===== config.mk =====
export PLATFORM = sky130hd
export DESIGN_NAME = cmos_capture_flat
export DESIGN_NICKNAME = d
export VERILOG_FILES = /design/src/rtl/cmos_pkg.sv /design/src/rtl/cmos_capture_if.sv /design/src/rtl/cmos_frame_gate.sv /design/src/rtl/cmos_capture.sv /design/src/flat_wrapper.sv
export SDC_FILE = /design/constraint.sdc
export NUM_CORES = 1
export LEC_CHECK = 0
export CORE_MARGIN = 10
export CORE_UTILIZATION = 60
export CTS_CLUSTER_DIAMETER = 60
export CTS_CLUSTER_SIZE = 30
export DETAILED_ROUTE_END_ITERATION = 8
export DONT_BUFFER_PORTS = 1
export PLACE_DENSITY_LB_ADDON = 0.25
export SLEW_MARGIN = 10
export SYNTH_ARGS = -nofsm -noshare
export SYNTH_HDL_FRONTEND = slang
export SYNTH_HIERARCHICAL = 1
export SYNTH_SLANG_ARGS = --single-unit

===== constraint.sdc =====
create_clock -name cmos_pclk -period 2.1 [get_ports cmos_pclk]
set_input_delay 0.42 -clock cmos_pclk [delete_from_list [all_inputs] [get_ports cmos_pclk]]
set_output_delay 0.42 -clock cmos_pclk [all_outputs]
set_load 0.05 [all_outputs]

===== src/rtl/cmos_pkg.sv =====
// Shared DVP capture types and sizes; the stitch/add stages downstream import these too.
package cmos_pkg;

    localparam int H_ACTIVE_DEF    = 640;
    localparam int PIX_CNT_W       = 12;
    localparam int FRAME_CNT_MIN_W = 4;

    // RGB565 field positions: R[15:11], G[10:5], B[4:0]
    typedef struct packed {
        logic [4:0] r;
        logic [5:0] g;
        logic [4:0] b;
    } rgb565_t;

    function automatic int frame_cnt_w(input int wait_frames);
        return ($clog2(wait_frames + 1) < FRAME_CNT_MIN_W) ? FRAME_CNT_MIN_W
                                                           : $clog2(wait_frames + 1);
    endfunction

endpackage


===== src/rtl/cmos_capture_if.sv =====
// Raw DVP sensor pins plus the assembled RGB565 stream and status flags.
interface cmos_capture_if;
    import cmos_pkg::*;

    logic       cmos_vsync;
    logic       cmos_href;
    logic [7:0] cmos_data;
    logic       cmos_frame_vsync;
    logic       cmos_frame_href;
    logic       cmos_frame_valid;
    rgb565_t    cmos_frame_data;
    logic       line_err;
    logic       frame_ready;

    modport master (
        input  cmos_vsync, cmos_href, cmos_data,
        output cmos_frame_vsync, cmos_frame_href, cmos_frame_valid, cmos_frame_data,
        output line_err, frame_ready
    );

    modport slave (
        output cmos_vsync, cmos_href, cmos_data,
        input  cmos_frame_vsync, cmos_frame_href, cmos_frame_valid, cmos_frame_data,
        input  line_err, frame_ready
    );

endinterface


===== src/rtl/cmos_frame_gate.sv =====
// Counts vsync rising edges after reset and opens the output once WAIT_FRAMES have gone by.
module cmos_frame_gate
    import cmos_pkg::*;
#(
    parameter int WAIT_FRAMES = 10
) (
    input  logic cmos_pclk,
    input  logic sys_rst,
    input  logic vsync,
    output logic ready,
    output logic ready_nxt
);
    localparam int CW = frame_cnt_w(WAIT_FRAMES);
    localparam logic [CW-1:0] WAIT_CNT = CW'(WAIT_FRAMES);

    logic          vsync_d;
    logic          vs_rise;
    logic [CW-1:0] cnt;
    logic [CW-1:0] cnt_nxt;

    // ready_nxt lets the output stage open on the same edge the count lands,
    // so the first passed vsync pulse is not clipped.
    always_comb begin
        vs_rise   = vsync & ~vsync_d;
        cnt_nxt   = cnt;
        if (vs_rise && cnt != WAIT_CNT)
            cnt_nxt = cnt + 1'b1;
        ready_nxt = ready | (vs_rise && cnt_nxt == WAIT_CNT);
    end

    always_ff @(posedge cmos_pclk) begin
        if (sys_rst) begin
            vsync_d <= 1'b0;
            cnt     <= '0;
            ready   <= 1'b0;
        end else begin
            vsync_d <= vsync;
            cnt     <= cnt_nxt;
            ready   <= ready_nxt;
        end
    end

endmodule


===== src/rtl/cmos_capture.sv =====
// DVP byte-pair to RGB565 pixel assembler with settle-frame gating and line length check.
module cmos_capture
    import cmos_pkg::*;
#(
    parameter int WAIT_FRAMES = 10,
    parameter int H_ACTIVE    = H_ACTIVE_DEF
) (
    input  logic           cmos_pclk,
    input  logic           sys_rst,
    cmos_capture_if.master bus
);
    localparam logic [PIX_CNT_W-1:0] H_CNT = PIX_CNT_W'(H_ACTIVE);

    logic                 vsync_s1;
    logic                 href_s1;
    logic [7:0]           data_s1;
    logic                 href_d;
    logic                 phase;
    logic [7:0]           byte_hold;
    logic [PIX_CNT_W-1:0] pix_cnt;
    logic                 ready_nxt;
    logic                 href_fall;

    always_ff @(posedge cmos_pclk) begin
        if (sys_rst) begin
            vsync_s1 <= 1'b0;
            href_s1  <= 1'b0;
            data_s1  <= 8'h00;
        end else begin
            vsync_s1 <= bus.cmos_vsync;
            href_s1  <= bus.cmos_href;
            data_s1  <= bus.cmos_data;
        end
    end

    cmos_frame_gate #(.WAIT_FRAMES(WAIT_FRAMES)) u_gate (
        .cmos_pclk (cmos_pclk),
        .sys_rst   (sys_rst),
        .vsync     (vsync_s1),
        .ready     (bus.frame_ready),
        .ready_nxt (ready_nxt)
    );

    assign href_fall = href_d & ~href_s1;

    always_ff @(posedge cmos_pclk) begin
        if (sys_rst) begin
            href_d               <= 1'b0;
            phase                <= 1'b0;
            byte_hold            <= 8'h00;
            pix_cnt              <= '0;
            bus.cmos_frame_data  <= '0;
            bus.cmos_frame_valid <= 1'b0;
            bus.cmos_frame_href  <= 1'b0;
            bus.cmos_frame_vsync <= 1'b0;
            bus.line_err         <= 1'b0;
        end else begin
            href_d <= href_s1;
            phase  <= href_s1 & ~phase;
            if (href_s1 && !phase)
                byte_hold <= data_s1;
            if (href_s1 && phase)
                bus.cmos_frame_data <= {byte_hold, data_s1};
            bus.cmos_frame_valid <= href_s1 & phase & ready_nxt;
            bus.cmos_frame_href  <= href_s1 & ready_nxt;
            bus.cmos_frame_vsync <= vsync_s1 & ready_nxt;
            // phase still high on the fall cycle means an odd byte count
            bus.line_err <= href_fall & ((pix_cnt != H_CNT) | phase);
            if (href_fall)
                pix_cnt <= '0;
            else if (href_s1 && phase && pix_cnt != '1)
                pix_cnt <= pix_cnt + 1'b1;
        end
    end

endmodule


===== src/flat_wrapper.sv =====
// flat-port wrapper written by rule: the top's interface ports become plain ports
module cmos_capture_flat import cmos_pkg::*;
#(
    parameter int WAIT_FRAMES = 10,
    parameter int H_ACTIVE    = H_ACTIVE_DEF
)
  (cmos_pclk, sys_rst, bus_cmos_vsync, bus_cmos_href, bus_cmos_data, bus_cmos_frame_vsync, bus_cmos_frame_href, bus_cmos_frame_valid, bus_cmos_frame_data, bus_line_err, bus_frame_ready);
  cmos_capture_if bus_i ();
  input  logic cmos_pclk;
  input  logic sys_rst;
  input wire logic [$bits(bus_i.cmos_vsync)-1:0] bus_cmos_vsync;
  input wire logic [$bits(bus_i.cmos_href)-1:0] bus_cmos_href;
  input wire logic [$bits(bus_i.cmos_data)-1:0] bus_cmos_data;
  output wire logic [$bits(bus_i.cmos_frame_vsync)-1:0] bus_cmos_frame_vsync;
  output wire logic [$bits(bus_i.cmos_frame_href)-1:0] bus_cmos_frame_href;
  output wire logic [$bits(bus_i.cmos_frame_valid)-1:0] bus_cmos_frame_valid;
  output wire logic [$bits(bus_i.cmos_frame_data)-1:0] bus_cmos_frame_data;
  output wire logic [$bits(bus_i.line_err)-1:0] bus_line_err;
  output wire logic [$bits(bus_i.frame_ready)-1:0] bus_frame_ready;
  assign bus_i.cmos_vsync = bus_cmos_vsync;
  assign bus_i.cmos_href = bus_cmos_href;
  assign bus_i.cmos_data = bus_cmos_data;
  assign bus_cmos_frame_vsync = bus_i.cmos_frame_vsync;
  assign bus_cmos_frame_href = bus_i.cmos_frame_href;
  assign bus_cmos_frame_valid = bus_i.cmos_frame_valid;
  assign bus_cmos_frame_data = bus_i.cmos_frame_data;
  assign bus_line_err = bus_i.line_err;
  assign bus_frame_ready = bus_i.frame_ready;
  cmos_capture #(.WAIT_FRAMES(WAIT_FRAMES), .H_ACTIVE(H_ACTIVE)) u_core (.cmos_pclk(cmos_pclk), .sys_rst(sys_rst), .bus(bus_i));
endmodule

==> summary.md, run 1 <==
| Metric | Value |
|---|---|
| Area delta synth->final | `9.875%` |
| Per-cell routed wire length | `~14 um` |
| I/O Buffers | `0` |
| Setup WS pre-CTS | `~0.4 ns` |
| Total Wirelength | `4.580 mm` |
| Post-CTS Hold Fix Bufs | `0` |
| Post-synth EDFFs | `0` |
| First-pass GRT wire length | `a little under 8 mm` |
| Crit share post-route | `around 82%` |
| DRC | `0` |
| Aggregate global routing overflow | `0` |
| Synth async-reset ratio | `0%` |
| Core Rows | `22` |
| H-tree levels | `3` |
| Vias per Instance | `between 5 and 6` |
| Commonest cells after routing, fill and taps aside | `dfxtp_1, nand2_1, a21oi_1, nor2b_1, o21ai_0` |
| RSZ-0062 raised after global routing | `false` |
| Slew Limit Fails | `0` |
| Slew HR | `between 60% and 70%` |
| Actual slew at the worst max-slew pin | `0.5496 ns` |
| Drt first pass iters | `4` |
| Critical path class | `flop to flop` |
| Effective utilization at floorplan | `a little over three fifths` |
| CTS tree | `done` |
| Outcome | `finished, final reports clean` |
| GRT Overall Usage | `between 10 and 15%` |
| Syn Area/Cell | `about 8.7 sq um` |
| Core footprint | `roughly 3700 sq um` |
| CTS Buf Count | `9` |
| ANT nets after route | `0` |
| Clk slew on worst S/H paths | `~0.060 ns` |
| Clock net sink count | `58` |
| Worst setup SP type | `flop` |
| Layout cells sized above 1 | `8.824%` |
| Inserted Diodes | `0` |
| Synthesis-stage register bit count | `58` |
| Final worst path period need | `1.723 ns` |
| M2 GR Usage | `between 20% and 30%` |
| Skew-Pair Late Insertion Delay | `0.32 ns` |
| Initial antenna violation count | `0` |
| Busiest layer in global routing | `met2` |
| Die width | `just over 80 um` |
| Core Util, Final | `approximately 69%` |
| Die height | `82.00 um` |
| Net Count, Synth | `282` |
| I/O Pins | `33` |
| Worst Path Max Fanout | `8` |
| Met1 Use GR | `16.89%` |
| Peak VDD IR | `0.5578 mV` |
| 1st-iter DRT viols | `roughly 180` |
| Min-delay worst type | `input port to flop` |
| Finished Cell Area | `2534 sq um` |
| Worst Setup End Kind | `flop` |
| Synthesized area | `2306 sq um` |
| Synth warn | `6` |
| Final worst setup slack | `between 0.3 and 0.4 ns` |
| Post-CTS Resized | `0` |
| Root Driver | `clkbuf_8` |
| # nets final | `284` |
| Max Cap Viol | `0` |
| DP HPWL | `approximately 3.2 mm` |
| Final Hold Vio Count | `0` |
| Die footprint | `between 6000 and 7000 sq um` |
| Postcts setup bufs | `0` |
| Pin count of the biggest net entering global routing | `46` |
| Most common cell after layout, fill and taps aside | `dfxtp_1` |
| Placed cell areas | `roughly 2300 sq um` |
| # fillers | `300` |
| PwrDens | `891.7 nW/um^2` |
| Leakage | `roughly 0.86 nW` |
| Post-synthesis sequential area ratio | `a little over 50%` |
| Fmax achieved | `between 500 and 600 MHz` |
| Via count | `between 1,500 and 2,000` |
| Setup TNS | `0 ns` |
| Final setup fails | `0` |
| M3 GR Usage | `about 7.0%` |
| Worst Path Required | `about 2.3 ns` |
| Routability congestion estimate | `0.9265` |
| Synthesized instance count | `between 200 and 300` |
| Worst Path Arrival | `slightly below 2 ns` |
| Ys flop type | `dfxtp_1` |
| Final Skew | `~0.0067 ns` |
| Distinct cells, synth | `44` |
| Clock Path Buffers | `2` |
| Vias in the first global route | `1,719` |
==> sequential cells by signal, summed over array words and instances (netlist names) <==
| register | flops |
|---|---|
| u_core/href_s1 | 1 |
| u_core/bus.cmos_frame_vsync | 1 |
| u_core/bus.cmos_frame_valid | 1 |
| u_core/phase | 1 |
| u_core/href_d | 1 |
| u_core/byte_hold | 8 |
| u_core/data_s1 | 8 |
| u_core/pix_cnt | 12 |
| u_core/u_gate/ready | 1 |
| u_core/bus.line_err | 1 |
| u_core/bus.cmos_frame_href | 1 |
| u_core/vsync_s1 | 1 |
| u_core/u_gate/cnt | 4 |
| u_core/bus.cmos_frame_data | 16 |
| u_core/u_gate/vsync_d | 1 |
==> cell families after synthesis <==
logic type	count (synthesis)	share of synthesized area, %
mux	1	0.4341
compound gates	60	15.30
fa+ha+maj	4	2.170
flops	58	50.35
simple gates	125	28.32
xor+xnor	1	0.3799
buf+inv	17	3.039
==> per-layer routing <==
layer,vias to the layer above,wire (um)
met2,39,2134
li1,920,-
met3,8,310
met5,-,0
met1,806,2070
met4,0,65
==> worst paths after layout <==
| path | from | end | slack [ns] | cells past startpoint |
|---|---|---|---|---|
| max | u_core/u_gate/cnt[0] | u_core/bus.cmos_frame_valid | 0.38 | 6 |
| min | sys_rst | u_core/u_gate/cnt[0] | 0.16 | 1 |
| max reg2reg | u_core/u_gate/cnt[0] | u_core/bus.cmos_frame_valid | 0.38 | 6 |
| min reg2reg | u_core/data_s1[4] | u_core/byte_hold[4] | 0.44 | 2 |
==> report_power, final <==
part           internal (mW)  switching [mW]  leakage (nW)  total (mW)
sequential              1.12          0.0228         0.471        1.14
combinational         0.0206          0.0271         0.285      0.0478
clock                  0.661           0.406         0.100        1.07
==> through the flow <==
step	std cells	total power, mW	hold WS (ns)
global placement	305	1.214	0.4348
finish	320	2.259	0.1582
detailed placement	305	1.216	0.4337
CTS	320	2.283	0.1378
floorplan	266	1.213	0.4321
global route	320	2.348	0.1342
==> area by class of cell <==
class | count | area [sq um] | area share [%]
repair buffers | 2 | 15.01 | 0.5926
well taps | 48 | 60.06 | 2.370
clock buffers | 12 | 135.1 | 5.333
flip-flops and latches | 58 | 1161 | 45.83
inverters | 6 | 22.52 | 0.8889
clock inverters | 3 | 65.06 | 2.568
multi-input cells | 191 | 1075 | 42.42
==> synth_stat cells, types with 2 or more instances <==
master | count | area share [%]
and4bb_2 | 2 | 1.1
o21ai_0 | 11 | 2.4
ha_1 | 4 | 2.2
or3_1 | 7 | 1.9
a21oi_1 | 35 | 7.6
nor2_1 | 7 | 1.1
nand4_1 | 2 | 0.54
and2_1 | 2 | 0.54
nand2b_1 | 3 | 0.81
buf_2 | 2 | 0.43
and3_1 | 2 | 0.54
a31oi_1 | 3 | 0.81
nand3_1 | 10 | 2.2
nand2_1 | 57 | 9.3
inv_1 | 6 | 0.98
o31ai_1 | 2 | 0.65
clkbuf_1 | 8 | 1.3
nor2b_1 | 16 | 4.3
dfxtp_1 | 58 | 50
nand3b_1 | 2 | 0.65
and3b_1 | 3 | 1.1
nor3_1 | 2 | 0.43
==> critical path, stage by stage, from the launching register on <==
cell,delay (ns)
dfxtp_1,0.43
inv_1,0.09
ha_1,0.29
and4bb_2,0.23
mux2i_1,0.23
a22oi_1,0.16
and3_1,0.19
(Power assumes the default switching activity.)
==> run 2: changes to the inputs <==
--- a/config.mk
+++ b/config.mk
@@ -6,7 +6,7 @@
 export NUM_CORES = 1
 export LEC_CHECK = 0
 export CORE_MARGIN = 10
-export CORE_UTILIZATION = 60
+export CORE_UTILIZATION = 55
 export CTS_CLUSTER_DIAMETER = 60
 export CTS_CLUSTER_SIZE = 30
 export DETAILED_ROUTE_END_ITERATION = 8
==> constraint.sdc (replaced) <==
create_clock -name cmos_pclk -period 1.53 [get_ports cmos_pclk]
set_input_delay 0.306 -clock cmos_pclk [delete_from_list [all_inputs] [get_ports cmos_pclk]]
set_output_delay 0.306 -clock cmos_pclk [all_outputs]
set_load 0.05 [all_outputs]
==> summary.md, run 2 (synthesis gave the netlist of run 1 again) <==
| Metric | Value |
|---|---|
| Outcome | `finished, final reports clean` |
| Layout cells sized above 1 | `16.78%` |
| Final setup fails | `0` |
| CP bufs+invs | `1` |
| Critical R2R Launch | `u_core/u_gate/cnt[0]` |
| Placed insts | `between 300 and 400` |
| Fmax achieved | `683.2 MHz` |
| Root Driver | `clkbuf_8` |
| Skew-Pair Late Insertion Delay | `0.32 ns` |
| Max Cap Viol | `0` |
| Commonest cells after routing, fill and taps aside | `nand2_1, dfxtp_1, a21oi_1, buf_4, nor2b_1` |
| Pin count of the biggest net entering global routing | `46` |
| Total Wirelength | `between 4 and 5 mm` |
| Vias per Instance | `about 5.6` |
| I/O Buffers | `0` |
| Leakage | `around 0.91 nW` |
| Effective utilization at floorplan | `between 50 and 60%` |
| Post-CTS Hold Fix Bufs | `0` |
| Slew Limit Fails | `0` |
| Largest stage delay, worst path | `~0.32 ns` |
| Internal power | `around 2.2 mW` |
| Setup TNS | `0 ns` |
| Routability congestion estimate | `approximately 0.9` |
| Per-cell routed wire length | `14.66 um` |
| Area delta synth->final | `15.41%` |
| Aggregate global routing overflow | `0` |
| Core footprint | `just over 4000 sq um` |
| CTS Buf Count | `9` |
| Worst Setup End Kind | `flop` |
| Slowest CP cell | `dfxtp_2` |
| FF/Latch Area | `between 1000 and 1500 sq um` |
| Gate power share | `3.2%` |
| CP top delay family | `simple AND/OR/NAND/NOR gates` |
| Clk slew on worst S/H paths | `~0.060 ns` |
| Placed cell areas | `between 2000 and 2500 sq um` |
| Clock group share of total power | `around two fifths` |
| Postcts setup bufs | `0` |
| Final Hold Vio Count | `0` |
| 1st-iter DRT viols | `between 100 and 150` |
| Worst Path Arrival | `1.68 ns` |
| Worst Path Max Fanout | `3` |
| Die width | `84.75 um` |
| Peak VDD IR | `0.7618 mV` |
| CTS tree | `done` |
| Slew HR | `between 60 and 70%` |
| CP Capture Point | `u_core/bus.cmos_frame_valid` |
| R2r endpoint | `u_core/bus.cmos_frame_valid` |
| Largest regs | `u_core/bus.cmos_frame_data (16), u_core/pix_cnt (12)` |
| FF-to-FF path depth | `6` |
| Min-delay worst type | `input port to flop` |
| Net switching power figure | `approximately 0.61 mW` |
| Die height | `around 85 um` |
| Sw Ratio | `between 20 and 25%` |
| Crit share post-route | `a little over nine tenths` |
| Largest Register | `u_core/bus.cmos_frame_data` |
| Clock Path Buffers | `2` |
| Worst setup SP type | `flop` |
| I/O Pins | `33` |
| Critical-path cell list | `inv_1, ha_4, and4bb_2, mux2i_2, a22oi_2, and3_1` |
| DP HPWL | `roughly 3.5 mm` |
| First-pass GRT wire length | `8.342 mm` |
| ANT nets after route | `0` |
| Crit path launch | `u_core/u_gate/cnt[0]` |
| CP Depth | `6` |
| Worst Path Required | `around 1.8 ns` |
| Final Skew | `~0.005 ns` |
| Inserted Diodes | `0` |
| Die footprint | `between 7000 and 8000 sq um` |
| Reg2reg setup slack | `about 0.066 ns` |
| Most common cell after layout, fill and taps aside | `nand2_1` |
| Finished Cell Area | `around 2700 sq um` |
| Core Rows | `23` |
| Initial antenna violation count | `0` |
| Critical path class | `flop to flop` |
| # fillers | `between 300 and 400` |
| Drt first pass iters | `4` |
| Final worst path period need | `around 1.5 ns` |
| Clock net sink count | `58` |
| Final cell count without fillers | `approximately 340` |
| # nets final | `between 200 and 300` |
| GRT Overall Usage | `between 10% and 20%` |
| PwrDens | `~1100 nW/um^2` |
| Reg power frac | `between 50% and 60%` |
| Via count | `1,866` |
| DRC | `0` |
| H-tree levels | `3` |
| Multi-input gate area | `about 1100 sq um` |
| Final worst setup slack | `around 0.066 ns` |
| Actual slew at the worst max-slew pin | `around 0.53 ns` |
| Vias in the first global route | `approximately 1,800` |
| Setup WS pre-CTS | `between 0.006 and 0.007 ns` |
| Max reg flops | `16` |
run 2: cell type report:
type / count / share of cell area, %
Multi-Input combinational cell: 191 / 42.31
Timing Repair Buffer: 17 / 4.795
Inverter: 6 / 0.8463
Clock inverter: 3 / 0.6582
Tap cell: 50 / 2.351
Sequential cell: 58 / 43.72
Clock buffer: 11 / 5.313
run 2: worst min-delay path by stage:
| stage | end | depth (start not counted) | from |
|---|---|---|---|
| 3_3_place_gp | u_core/u_gate/cnt[0] | 1 | sys_rst |
| 6_report | u_core/u_gate/ready | 1 | sys_rst |
| 2_1_floorplan | u_core/u_gate/cnt[0] | 1 | sys_rst |
| 4_1_cts | u_core/u_gate/cnt[0] | 1 | sys_rst |
| 5_1_grt | u_core/bus.cmos_frame_data[15] | 1 | sys_rst |
| 3_5_place_dp | u_core/u_gate/cnt[0] | 1 | sys_rst |
run 2: through the flow:
step                      utilization [%]  hold slack (ns)  power [mW]
after global placement              60.81           0.3745       1.683
after floorplan                         -           0.3677       1.666
after global routing                66.06          0.02074       2.912
after CTS                           64.75          0.02146       2.825
final                               66.06          0.03891       2.798
after detailed placement            60.81           0.3754       1.685
run 2: routing by layer:
metal	vias up	wire length, um	part of all wire, %	global-route usage, %
li1	947	-	-	-
met1	873	2145	44	15.53
met2	42	2329	47	22.51
met3	4	404	8.2	8.309
met4	0	46	0.93	4.491
met5	-	0	0	0
run 2: power by group through the flow:
stage / Combinational (mW) / Sequential (mW) / Clock (mW)
finish: 0.0898 / 1.57 / 1.14
global placement: 0.0837 / 1.60 / 0
global route: 0.0990 / 1.57 / 1.24
CTS: 0.0853 / 1.57 / 1.17
detailed placement: 0.0851 / 1.60 / 0
floorplan: 0.0679 / 1.60 / 0
run 2: repair_timing:
item	CTS	global route
gates resized for setup	0	9
setup endpoints to repair	1	8
pin swaps	1	4
